<file path="config.mk">
export PLATFORM = sky130hd
export DESIGN_NAME = branch_predictor
export DESIGN_NICKNAME = d
export VERILOG_FILES = /design/src/rtl/branch_predictor.sv
export SDC_FILE = /design/constraint.sdc
export NUM_CORES = 1
export LEC_CHECK = 0
export CAP_MARGIN = 20
export CORE_MARGIN = 1.5
export CORE_UTILIZATION = 45
export CTS_CLUSTER_DIAMETER = 100
export DETAILED_ROUTE_END_ITERATION = 7
export PLACE_DENSITY_LB_ADDON = 0.08
export SYNTH_ARGS = -nofsm -noshare
export SYNTH_HDL_FRONTEND = slang
export SYNTH_SLANG_ARGS = --single-unit
</file>
<file path="constraint.sdc">
create_clock -name clk -period 3.2 [get_ports clk]
set_clock_uncertainty 0.15 [all_clocks]
set_input_delay 0.64 -clock clk [delete_from_list [all_inputs] [get_ports clk]]
set_output_delay 0.64 -clock clk [all_outputs]
set_load 0.02 [all_outputs]
</file>
<file path="src/rtl/branch_predictor.sv">
// Fetch-stage direction predictor with a table of 2-bit saturating counters.
// The decode-stage outcome trains the table, and the resolved/mispredict counts are kept for debug.
module branch_predictor #(
    parameter int         IDX_W    = 6,
    parameter logic [1:0] CNT_INIT = 2'b01,
    parameter int         STAT_W   = 32
) (
    input  logic              clk,
    input  logic              resetn,
    input  logic [31:0]       pcF,
    input  logic              branchF,
    input  logic              stallD,
    input  logic              flushD,
    input  logic              branchD,
    input  logic              actual_takenD,
    output logic              pred_takenF,
    output logic              pred_takenD,
    output logic              mispredictD,
    output logic [STAT_W-1:0] branch_cnt,
    output logic [STAT_W-1:0] mispred_cnt
);

    localparam int DEPTH = 1 << IDX_W;

    typedef struct packed {
        logic             pred_taken;
        logic [IDX_W-1:0] idx;
        logic             valid;
    } fd_t;

    logic [1:0]       pht [DEPTH];
    logic [IDX_W-1:0] idx_f;
    fd_t              fd_q;
    fd_t              fd_d;
    logic [1:0]       cnt_cur;
    logic [1:0]       cnt_nxt;
    logic             update;

    // The PC bits outside the index field take no part in the lookup, because the table has no tag.
    logic unused_pc_bits;
    assign unused_pc_bits = ^{pcF[31:IDX_W+2], pcF[1:0]};

    assign idx_f       = pcF[IDX_W+1:2];
    assign pred_takenF = branchF & pht[idx_f][1];
    assign pred_takenD = fd_q.pred_taken;
    assign mispredictD = branchD & fd_q.valid & (fd_q.pred_taken != actual_takenD);
    assign update      = branchD & ~stallD;
    assign fd_d        = '{pred_taken: pred_takenF, idx: idx_f, valid: branchF};

    // NOTE: every signal assigned in always_comb gets a default first, so no latch is inferred.
    always_comb begin
        cnt_cur = pht[fd_q.idx];
        cnt_nxt = cnt_cur;
        if (actual_takenD) begin
            if (cnt_cur != 2'b11) cnt_nxt = cnt_cur + 2'd1;
        end else if (cnt_cur != 2'b00) begin
            cnt_nxt = cnt_cur - 2'd1;
        end
    end

    // NOTE: sequential state uses non-blocking assignments, so every reader sees the value from before the edge.
    always_ff @(posedge clk or negedge resetn) begin
        if (!resetn) begin
            fd_q <= '0;
        end else if (flushD) begin
            fd_q <= '0;
        end else if (!stallD) begin
            fd_q <= fd_d;
        end
    end

    // NOTE: the table is built from flops rather than a RAM, because every entry must return to CNT_INIT on reset.
    always_ff @(posedge clk or negedge resetn) begin
        if (!resetn) begin
            for (int i = 0; i < DEPTH; i++) pht[i] <= CNT_INIT;
        end else if (update) begin
            pht[fd_q.idx] <= cnt_nxt;
        end
    end

    always_ff @(posedge clk or negedge resetn) begin
        if (!resetn) begin
            branch_cnt  <= '0;
            mispred_cnt <= '0;
        end else if (update) begin
            branch_cnt <= branch_cnt + 1'b1;
            if (mispredictD) mispred_cnt <= mispred_cnt + 1'b1;
        end
    end

endmodule

</file>
# ---- Word-level counts from Yosys, hierarchy flattened
# Cells that the tools add are included.
dict set report word_totals {
  regBits 200
  inputBits 39
  word_cells 103
}
dict set report classes {
  add_sub_neg 4
  magnitude_cmp 3
  n_eq_ne 3
  muxes 14
  n_bitwise 7
  reduce_logical 3
}
# cell n
set op_table {}
lappend op_table {{128-bit bitwise mux} 1}
lappend op_table {{32-bit by 1-bit adder with 32-bit output (second input constant)} 2}
lappend op_table {{2-bit binary-select mux with 6-bit select} 2}
lappend op_table {{2-bit 2-to-1 mux} 8}
lappend op_table {{8-bit 2-to-1 mux} 2}
lappend op_table {{7-bit >= comparator (second input constant)} 2}
lappend op_table {{6-bit inverter with 7-bit output} 2}
lappend op_table {{2-bit demux with 6-bit select} 1}
lappend op_table {{7-bit by 1-bit < comparator with 1-bit output (second input constant)} 1}
lappend op_table {{1-bit AND} 4}
lappend op_table {{2-bit by 1-bit adder with 2-bit output (second input constant)} 1}
lappend op_table {{2-bit by 1-bit != test with 1-bit output (second input constant)} 1}
lappend op_table {{2-bit != test (second input constant)} 1}
lappend op_table {{2-bit AND reduction} 1}
lappend op_table {{2-bit nonzero test} 1}
lappend op_table {{2-bit by 1-bit subtractor with 2-bit output (second input constant)} 1}
lappend op_table {{1-bit logical AND} 1}
lappend op_table {{1-bit != test} 1}
lappend op_table {{1-bit inverter} 1}

# ---- Logic depth before layout (Yosys ltp)
dict set report logic_depth {
  depth_word 8
  ltp_mapped 11
  depth_no_buf 7
}

# ---- Worst setup path after synthesis
# No wires, ideal clock.
dict set report synth_timing {
  path_type {input -> output}
  startpoint {input port pcF[2]}
  endpoint {output port pred_takenF}
  arrival_ns 2.584
  t_required_ns 2.410
  slack_ns -0.174
  cell_stages 7
  path_buffers 2
  cell_sequence {buf_2 -> buf_2 -> mux4_2 -> mux4_2 -> mux2i_1 -> nor2_1 -> o21a_1}
}
dict set report synth_between {
  elab_chain_len 5
}
# item line_no
set synth_lines {}
lappend synth_lines {{start, declared} 10} ;# input logic [31:0] pcF,
lappend synth_lines {{6-bit inverter with 7-bit output (not written as such)} 44} ;# assign pred_takenF = branchF & pht[idx_f][1];
lappend synth_lines {{2-bit binary-select mux with 6-bit select} 44}
lappend synth_lines {{2-bit 2-to-1 mux (not written as such) (2 in series)} 44}
lappend synth_lines {{1-bit AND} 44}
lappend synth_lines {{end, declared} 16} ;# output logic pred_takenF,
# No other way between the ends. The select of a mux whose other input is x is not followed.

# ---- Worst setup path after layout
# Same ends and word-level chain as after synthesis.

==> summary.txt <==
Status = finished with violations
Violated checks = setup timing
Worst EP required = 2.41 ns
RSZ-0062 raised after global routing = true
WL/cell = 18.1 µm
Starting density of the core = 46.1%
Total CTS buffers = 17
WHS = 0.0234 ns
Netlist cell types = 54
Clock sink count = 200
Synth async-reset ratio = 100%
Syn-to-layout area delta = 23.5%
YS warnings = 0
Clock slew at reported path FFs = 0.08 ns
Cell with the most instances after synthesis = nand2_1
Total power = 5.98 mW
Data arrival, critical path = 2.51 ns
Compound-Gate Fraction of Synth Area = 10.1%
CP Max Fanout = 7
Nets = 1120
FF-to-FF setup slack = 0.18 ns
Bufs on Longest Clock Path = 2
CTS tree = done
Worst path cell trace = buf_12, buf_12, mux4_2, mux4_2, o2111a_1, o21a_1, buf_6
Num rows = 53
Post-synthesis mux area share = 11.5%
Most frequent cells after synthesis = 234 x nand2_1, 136 x dfrtp_1, 120 x o21ai_1, 64 x dfstp_2, 39 x mux2i_1
CP Class = in -> out
# fillers = 1843
FF-to-FF path depth = 8
Largest family of logic cells by synthesized area = simple AND/OR/NAND/NOR gates
FF/Latch Area = 0.00509 mm²
Synth Area per Inst = 10.4 µm²
Worst-margin pin slew = 1.11 ns
Simple-Gate Fraction of Synth Area = 16.8%
Crit path max-delay family = multiplexers
Slew HR = 25.6%
Layout cells sized above 1 = 21.2%
Synth Area in Adders = 0.488%
Core area = 0.0212 mm²
R2R Path Start = fd_q[2]
Largest area contributor in the netlist = dfrtp_1
Post-synth top area share = 34.9%
Mapped Cells = 937
First-pass GRT wire length = 40.3 mm
Largest net degree at the start of global routing = 76
Hold Crit Class = in -> async
Die Ht = 150 µm
Crit path capture type = output pin
Post-synth EDFFs = 0
Die area = 0.0225 mm²
Vias in the first global route = 7273
Count of final hold-check violations = 0
I/O pin count = 106
Worst ir drop on vdd = 0.000373 V
Max_cap viols = 0
Dpl cells = 1331
Synth area leaders = dfrtp_1 35%, dfstp_2 17%, nand2_1 9.0%
H-Tree Depth = 4
Diodes inserted = 0
Final Non-Filler Cells = 1367
Routability Congestion = 0.861
Vias/cell = 5.38
Net Count, Synth = 978
Power per Cell Area = 497 mW/mm²
Yosys reg bits = 200
Drt first-iter violations = 558
Max Clk Rate = 303 MHz
Worst path max stage delay = 0.50 ns
Final Setup Violations = 1
DP HPWL = 17.7 mm
CP Launch Type = primary input
Routed WL = 24.7 mm
Clk Latency, worst-skew pair = 0.45 ns
Setup ws final = -0.102 ns
Leakage = 5.02 nW
Remaining antenna violation count after routing = 0
First-pass DRT Iterations = 5
Number of antenna violations at the first check in global routing = 0
R2R Path End = pht[83]
Post-Syn Area = 0.00975 mm²
Multi-input logic area = 0.00435 mm²
Total number of vias = 7354
Sequential area share after synthesis = 52.2%
Slowest CP cell = mux4_2
Root Buffer = clkbuf_16
Port-buffer cells = 79
Total gr overflow = 0
Post-synthesis xor/xnor area fraction = 5.66%
Global-route usage over all layers = 23.6%
# hold bufs at CTS = 0
Tmin final = 3.30 ns
Period utilization = 103%
Synth Flop Type = dfrtp_1
Crit path buf inv count = 3
Total Neg Setup Slack = -0.102 ns
Remaining DRCs = 0
Max Slew Vio Count = 0
Die X = 150 µm
## logic make-up after synthesis
family                   count (synthesis)
AO/OA/AOI/OAI                          172
buffers and inverters                   54
XOR/XNOR                                63
AND/OR/NAND/NOR                        371
flip-flops                             200
adder cells (fa/ha/maj)                  4
multiplexers                            73
## cells in the final DEF (no fill, tap or decap), types with 4 or more instances in the layout
cell type,netlist,routed
nand2b_1,6,6
nor2b_1,6,6
dfrtp_1,136,135
and4_1,6,6
buf_12,1,11
xor2_1,27,27
inv_1,10,10
and3_1,18,18
nand4_1,16,16
xnor2_1,36,36
mux4_2,31,31
nand2_1,234,234
dfstp_2,64,64
o22ai_1,5,5
buf_4,2,76
o21ai_0,12,12
o31ai_1,4,4
nor2_1,37,37
o21ai_1,120,120
a22oi_1,8,8
clkbuf_16,0,17
nand3_1,23,23
clkdlybuf4s50_1,0,75
mux2i_1,39,39
nor3_1,10,10
a32o_1,6,6
inv_6,0,5
## where the power goes
| part | internal, mW | switching (mW) | leakage (nW) |
|---|---|---|---|
| registers | 2.73 | 0.138 | 2.53 |
| clock network | 1.05 | 1.10 | 0.285 |
| logic | 0.431 | 0.537 | 2.21 |
## per-stage QoR
stage | utilization, % | cell area (µm²) | setup WS [ns]
global placement | 53.7 | 11400 | -0.952
CTS | 56.9 | 12000 | -0.118
detailed placement | 53.7 | 11400 | -0.952
finish | 56.9 | 12000 | -0.102
floorplan | - | 9760 | 0.0402
global route | 56.9 | 12000 | -0.172
## timing repair
| action | CTS | global route |
|---|---|---|
| endpoints found under the setup margin | 1 | 95 |
| pin swaps | 1 | 1 |
| gates resized for setup | 19 | 1 |
| cloned | 2 | 0 |
| setup buffers | 2 | 0 |
## worst max-delay path by stage
stage            from     endpoint  slack [ns]  cells after the start
3_5_place_dp   pcF[2]  pred_takenF       -0.95                      7
3_3_place_gp   pcF[2]  pred_takenF       -0.95                      7
2_1_floorplan  pcF[2]  pred_takenF        0.04                      7
4_1_cts        pcF[2]  pred_takenF       -0.12                      7
5_1_grt        pcF[2]  pred_takenF       -0.17                      7
6_report       pcF[2]  pred_takenF       -0.10                      7
## worst reg2reg max path, delay by kind of cell (launching register included)
family                   cells  cell delay [ns]
buffers and inverters        1             0.22
AO/OA/AOI/OAI                4             1.11
flip-flops                   1             0.52
AND/OR/NAND/NOR              2             0.62
adder cells (fa/ha/maj)      1             0.30
## sequential cells by signal (all words and copies together) (netlist names)
| signal | count |
|---|---|
| pht | 128 |
| branch_cnt | 32 |
| mispred_cnt | 32 |
| fd_q | 7 |
| pred_takenD | 1 |
## area by class of cell
| cell class | count | area share [%] |
|---|---|---|
| Clock buffer | 18 | 3.57 |
| Sequential cell | 200 | 42.3 |
| Multi-Input combinational cell | 683 | 36.1 |
| Inverter | 10 | 0.312 |
| Clock inverter | 14 | 1.27 |
| Timing Repair Buffer | 167 | 13.6 |
| Tap cell | 275 | 2.86 |
## layer usage
layer / wire [µm] / vias up / global-route usage [%]
met5: 0 / - / 0
met4: 604 / 0 / 8.19
met3: 1100 / 42 / 3.73
met2: 11500 / 190 / 36.7
met1: 11600 / 3545 / 33.6
li1: - / 3577 / -
(Power assumes the default switching activity.)
